## src/rtl/cte_pkg.sv

```systemverilog
// Shared constants, types and helpers for the CTE RGB-to-YUV 4:2:2 encoder.
// Coefficients are scaled by 2^8; accumulation is 18-bit signed.
package cte_pkg;

  localparam int CTE_COEF_FRAC = 8;
  localparam int ACC_W         = 18;
  localparam int CH_W          = 8;
  localparam int PIX_W         = 3 * CH_W;

  typedef logic signed [ACC_W-1:0] acc_t;

  localparam acc_t Y_R =  18'sd77;
  localparam acc_t Y_G =  18'sd150;
  localparam acc_t Y_B =  18'sd29;
  localparam acc_t U_R = -18'sd43;
  localparam acc_t U_G = -18'sd85;
  localparam acc_t U_B =  18'sd128;
  localparam acc_t V_R =  18'sd128;
  localparam acc_t V_G = -18'sd107;
  localparam acc_t V_B = -18'sd21;

  localparam acc_t Y_MIN  =  18'sd0;
  localparam acc_t Y_MAX  =  18'sd255;
  localparam acc_t UV_MIN = -18'sd128;
  localparam acc_t UV_MAX =  18'sd127;

  localparam int R_LSB = 16;
  localparam int G_LSB = 8;
  localparam int B_LSB = 0;

  typedef enum logic [2:0] {
    IDLE,
    CALC0,
    CALC1,
    EMIT_U,
    EMIT_Y0,
    EMIT_V,
    EMIT_Y1
  } cte_state_e;

  typedef struct packed {
    logic [CH_W-1:0] y;
    logic [CH_W-1:0] u;
    logic [CH_W-1:0] v;
  } yuv_t;

  // Zero-extend one unsigned colour channel into the signed accumulator domain.
  function automatic acc_t chan(input logic [PIX_W-1:0] rgb, input int lsb);
    return $signed({{(ACC_W-CH_W){1'b0}}, rgb[lsb +: CH_W]});
  endfunction

  function automatic logic [CH_W-1:0] clamp8(input acc_t x, input acc_t lo, input acc_t hi);
    acc_t c;
    c = (x < lo) ? lo : ((x > hi) ? hi : x);
    return c[CH_W-1:0];
  endfunction

endpackage

```

## src/rtl/cte_yuv_calc.sv

```systemverilog
// Combinational RGB -> clamped Y/U/V for a single pixel.
// Rounds half-up then floors via arithmetic shift; U/V leave as two's complement.
module cte_yuv_calc
  import cte_pkg::*;
#(
  parameter int COEF_FRAC = CTE_COEF_FRAC
) (
  input  logic [PIX_W-1:0] rgb,
  output yuv_t             yuv
);

  localparam acc_t RND = acc_t'(1) <<< (COEF_FRAC - 1);

  acc_t r, g, b;
  acc_t y_acc, u_acc, v_acc;

  always_comb begin
    r     = chan(rgb, R_LSB);
    g     = chan(rgb, G_LSB);
    b     = chan(rgb, B_LSB);
    y_acc = (Y_R * r + Y_G * g + Y_B * b + RND) >>> COEF_FRAC;
    u_acc = (U_R * r + U_G * g + U_B * b + RND) >>> COEF_FRAC;
    v_acc = (V_R * r + V_G * g + V_B * b + RND) >>> COEF_FRAC;
    yuv.y = clamp8(y_acc, Y_MIN, Y_MAX);
    yuv.u = clamp8(u_acc, UV_MIN, UV_MAX);
    yuv.v = clamp8(v_acc, UV_MIN, UV_MAX);
  end

endmodule

```

## src/rtl/cte_rgb2yuv.sv

```systemverilog
// RGB pixel FIFO feeding a pair-at-a-time 4:2:2 packer.
// Byte order per pair: U0, Y0, V0, Y1 (chroma from the even pixel).
module cte_rgb2yuv
  import cte_pkg::*;
#(
  parameter int FIFO_DEPTH = 4,
  parameter int COEF_FRAC  = CTE_COEF_FRAC
) (
  input  logic             clk,
  input  logic             reset,
  input  logic             in_en,
  input  logic [PIX_W-1:0] rgb_in,
  output logic             busy,
  output logic             out_valid,
  output logic [CH_W-1:0]  yuv_out
);

  localparam int PW = (FIFO_DEPTH > 1) ? $clog2(FIFO_DEPTH) : 1;
  localparam int CW = $clog2(FIFO_DEPTH + 1);

  logic [PIX_W-1:0] mem [FIFO_DEPTH];
  logic [PW-1:0]    wr_ptr, rd_ptr;
  logic [CW-1:0]    count;
  logic             push, pop, pair_rdy;

  cte_state_e      state;
  logic [CH_W-1:0] y0_q, u_q, v_q, y1_q;
  logic [PIX_W-1:0] head;
  yuv_t             calc;

  // busy comes from the registered count, so a same-cycle pop never frees a slot early.
  assign busy     = (count == CW'(FIFO_DEPTH));
  assign push     = in_en && !busy;
  assign pop      = (state == CALC0) || (state == CALC1);
  assign pair_rdy = (count >= CW'(2));
  assign head     = mem[rd_ptr];

  always_ff @(posedge clk) begin
    if (push) mem[wr_ptr] <= rgb_in;
  end

  always_ff @(posedge clk or negedge reset) begin
    if (!reset) begin
      wr_ptr <= '0;
      rd_ptr <= '0;
      count  <= '0;
    end else begin
      if (push) wr_ptr <= wr_ptr + PW'(1);
      if (pop)  rd_ptr <= rd_ptr + PW'(1);
      case ({push, pop})
        2'b10:   count <= count + CW'(1);
        2'b01:   count <= count - CW'(1);
        default: count <= count;
      endcase
    end
  end

  cte_yuv_calc #(.COEF_FRAC(COEF_FRAC)) u_calc (
    .rgb (head),
    .yuv (calc)
  );

  always_ff @(posedge clk or negedge reset) begin
    if (!reset) begin
      state <= IDLE;
      y0_q  <= '0;
      u_q   <= '0;
      v_q   <= '0;
      y1_q  <= '0;
    end else begin
      case (state)
        IDLE:    if (pair_rdy) state <= CALC0;
        CALC0: begin
          y0_q  <= calc.y;
          u_q   <= calc.u;
          v_q   <= calc.v;
          state <= CALC1;
        end
        CALC1: begin
          y1_q  <= calc.y;
          state <= EMIT_U;
        end
        EMIT_U:  state <= EMIT_Y0;
        EMIT_Y0: state <= EMIT_V;
        EMIT_V:  state <= EMIT_Y1;
        EMIT_Y1: state <= pair_rdy ? CALC0 : IDLE;
        default: state <= IDLE;
      endcase
    end
  end

  // Output is a pure decode of state + result regs so reset silences it at once.
  always_comb begin
    out_valid = 1'b0;
    yuv_out   = '0;
    case (state)
      EMIT_U:  begin out_valid = 1'b1; yuv_out = u_q;  end
      EMIT_Y0: begin out_valid = 1'b1; yuv_out = y0_q; end
      EMIT_V:  begin out_valid = 1'b1; yuv_out = v_q;  end
      EMIT_Y1: begin out_valid = 1'b1; yuv_out = y1_q; end
      default: begin out_valid = 1'b0; yuv_out = '0;   end
    endcase
  end

endmodule

```

## config.mk

```make
export PLATFORM = sky130hd
export DESIGN_NAME = cte_rgb2yuv
export DESIGN_NICKNAME = d
export VERILOG_FILES = /design/src/rtl/cte_pkg.sv /design/src/rtl/cte_yuv_calc.sv /design/src/rtl/cte_rgb2yuv.sv
export SDC_FILE = /design/constraint.sdc
export NUM_CORES = 1
export LEC_CHECK = 0
export CAP_MARGIN = 20
export CELL_PAD_IN_SITES_DETAIL_PLACEMENT = 1
export CELL_PAD_IN_SITES_GLOBAL_PLACEMENT = 1
export CORE_ASPECT_RATIO = 0.8
export CORE_MARGIN = 8
export CORE_UTILIZATION = 30
export CTS_CLUSTER_DIAMETER = 100
export DETAILED_ROUTE_END_ITERATION = 12
export PLACE_DENSITY = 0.58
export SLEW_MARGIN = 10
export SYNTH_ARGS = -nofsm -noshare
export SYNTH_HDL_FRONTEND = slang
export SYNTH_HIERARCHICAL = 1
export SYNTH_SLANG_ARGS = --single-unit
```

## constraint.sdc

```tcl
create_clock -name clk -period 8.8 [get_ports clk]
set_input_delay 2.64 -clock clk [delete_from_list [all_inputs] [get_ports clk]]
set_output_delay 2.64 -clock clk [all_outputs]
set_load 0.03 [all_outputs]
```

==> flow_metrics.py <==
metrics = {
    "run_status": {
        "outcome": "complete, no violations",
    },
    "flow_run": {
        "cap_violations": 0,
    },
    "sta": {
        "setup_viol": 0,
        "hold_violations": 0,
        "relSlewSlack": 0.422,
        "rsz0062_at_grt": "false",
        "finalMaxSlewViolations": 0,
        "period_minus_slack_ns": 8.19,
        "worst-slew-pin-transition_ns": 0.867,
        "setup_tns_ns": 0,
        "post-route-period-util": 0.930,
        "skew_ns": 0.00765,
        "fmax_mhz": 122,
    },
    "critical_path": {
        "crit_path_max_fanout": 10,
        "critical_path_class": "register to register",
        "cp-end-kind": "register",
        "startpoint_type": "register",
        "cp.required_ns": 9.18,
        "slowest_delay_ns": 0.74,
        "r2r-end": "y1_q[0]$_DFFE_PN0N_",
        "cp_data_arrival_time_ns": 8.57,
        "rrSetupSlack_ns": 0.61,
        "slowest_stage": "mux4_2",
        "reg2reg_from": "rd_ptr[0]$_DFFE_PN0N_",
        "reg2regPathDepth": 28,
        "cpMostUsedCell": "ha_1",
    },
    "cts": {
        "post_cts_buffers": 0,
        "htreeDepth": 4,
        "cts_tree": "done",
        "clk_path_buf_depth": 2,
        "cts_made_buffers": 17,
        "hold_buffers": 0,
        "clock_sinks": 138,
        "cts_root_buffer": "clkbuf_16",
        "clkLatencyLatePin_ns": 0.44,
        "clk_pin_slew_ns": 0.07,
    },
    "global_route": {
        "grt_pass1_wl_um": 60900,
        "grt_use_total": 0.137,
        "grt_remaining_overflow": 0,
        "grt_max_degree": 43,
        "first_global_vias": 10431,
        "antenna_found_initial": 0,
    },
    "logic_synthesis": {
        "yosys_register_bits": 138,
        "synth-main-ff-cell": "edfxtp_1",
        "yosys.area.top_type": "ha_1",
        "synth_edf_count": 96,
        "yosysWarnings": 6,
        "ys_types": 85,
        "netlist_area_um2": 15000,
        "netlist_top_cells_area": "ha_1 (24%), edfxtp_1 (19%), fa_1 (18%)",
        "syn_avg_cell_area_um2": 11.7,
        "synth_cells": 1289,
        "syn_nets": 1734,
        "async_flop_share": 0.304,
        "seq_area_frac_synth": 0.262,
        "synth_top_area_share": 0.235,
    },
    "final_layout": {
        "nNetsFinal": 1782,
        "antenna_cells": 0,
        "drive_above_1_share": 0.109,
        "syn2layout_area_growth_pct": 11.6,
    },
    "floorplan": {
        "fp.dieH_um": 216,
        "fp-row-count": 73,
        "die_w_um": 266,
        "die-area_um2": 57600,
        "pin_count": 37,
        "start_util": 0.303,
        "coreArea_um2": 49600,
    },
    "placed_design": {
        "dp_hpwl_um": 31700,
        "gp_congestion": 0.831,
        "port-buffer-count": 36,
    },
    "min_path": {
        "hold-path-endpoint": "count[2]$_DFFE_PN0P_",
        "hp-class": "register to register",
        "hold_path_depth": 1,
        "worstHoldStart": "count[2]$_DFFE_PN0P_",
    },
    "detailed_routing": {
        "drc": 0,
        "wl_per_cell_um": 18.9,
        "via_count": 9462,
        "vias_per_cell": 4.67,
        "postRouteAntennaNets": 0,
        "drt_first_pass_iters": 5,
        "first_iter_violations": 377,
        "wl_um": 38200,
    },
}
metrics by stage:
stage	setup WS [ns]	hold slack, ns	utilization	cells	cell area, um^2
floorplan	1.10	0.456	-	1289	15000
global placement	0.487	0.483	0.326	1992	16200
detailed placement	0.300	0.491	0.326	1992	16200
CTS	0.291	0.499	0.338	2024	16700
global route	0.0481	0.528	0.338	2025	16800
finish	0.613	0.496	0.338	2025	16800
state kept, by name, summed over array words and instances, names as in the netlist:
| name | flops |
|---|---|
| y1_q | 8 |
| state | 3 |
| rd_ptr | 2 |
| y0_q | 8 |
| count | 3 |
| u_q | 8 |
| mem | 96 |
| wr_ptr | 2 |
| v_q | 8 |
critical path: cells and delay by family (launching register included):
kind / cells / cell delay, ns
adder cells (fa/ha/maj): 11 / 4.28
buffers and inverters: 5 / 0.30
flip-flops: 1 / 0.54
AND/OR/NAND/NOR: 2 / 0.17
XOR/XNOR: 1 / 0.26
AO/OA/AOI/OAI: 7 / 1.63
multiplexers: 2 / 0.94
area by class of cell:
type,count,area [um^2]
clock inverters,15,155
multi-input cells,869,9970
well taps,675,845
fillers,5442,32800
clock buffers,17,425
inverters,264,991
flip-flops and latches,138,3940
repair buffers,47,454
cell families after synthesis:
group | share of synthesized area
compound gates | 0.0842
mux | 0.0724
simple gates | 0.0539
flops | 0.262
xor+xnor | 0.0366
fa+ha+maj | 0.415
buf+inv | 0.0760
worst max-delay path by stage:
stage | startpoint | endpoint | slack, ns | cells past startpoint
6_report | rd_ptr[0]$_DFFE_PN0N_ | y1_q[0]$_DFFE_PN0N_ | 0.61 | 28
5_1_grt | rd_ptr[0]$_DFFE_PN0N_ | u_q[2]$_DFFE_PN0P_ | 0.05 | 29
4_1_cts | rd_ptr[0]$_DFFE_PN0N_ | u_q[1]$_DFFE_PN0P_ | 0.29 | 28
3_5_place_dp | rd_ptr[0]$_DFFE_PN0N_ | u_q[1]$_DFFE_PN0P_ | 0.30 | 28
3_3_place_gp | rd_ptr[0]$_DFFE_PN0N_ | u_q[2]$_DFFE_PN0P_ | 0.49 | 28
2_1_floorplan | rd_ptr[0]$_DFFE_PN0N_ | y1_q[1]$_DFFE_PN0N_ | 1.10 | 28
cell usage after synthesis, types with 12 or more instances:
cell type  number
a21oi_1        46
dfrtp_1        42
edfxtp_1       96
fa_1          135
ha_1          283
inv_1         263
mux2_2         14
mux2_4         20
mux4_2         24
nand2_1        16
nand3_1        15
nor2_1         42
nor2b_1        13
o21ai_0        18
or2_2          12
xnor2_1        36
xor2_1         25
layer usage:
metal | track usage | vias to the layer above | wire length [um]
li1 | - | 4499 | -
met1 | 0.192 | 4850 | 18800
met2 | 0.220 | 81 | 17700
met3 | 0.0199 | 32 | 975
met4 | 0.0350 | 0 | 735
met5 | 0 | - | 0
cells in the final DEF (no fill, tap or decap), drive strengths merged, types with 9 or more instances in the layout:
cell type,Yosys,layout
o22ai,11,11
xor2,26,26
dfrtp,42,42
xnor2,36,36
or2,12,12
o21ai,29,29
mux2i,9,9
clkdlybuf4s50,0,35
buf,15,12
nor2,44,44
nor2b,13,13
inv,263,271
fa,135,135
a21o,9,9
mux4,24,24
a31oi,11,11
edfxtp,96,96
nand2b,9,9
clkbuf,3,17
nand2,19,19
a21oi,52,52
mux2,34,34
ha,283,283
nand3,15,15
nor3,10,10
what timing repair did:
| action | CTS | global route |
|---|---|---|
| endpoints found under the hold margin | 0 | 0 |
| resized for setup | 0 | 3 |
| setup endpoints to repair | 0 | 7 |
Power is left out: the tool's default activity adds up to more than one toggle a clock period on the data nets, which glitch-free logic cannot reach.
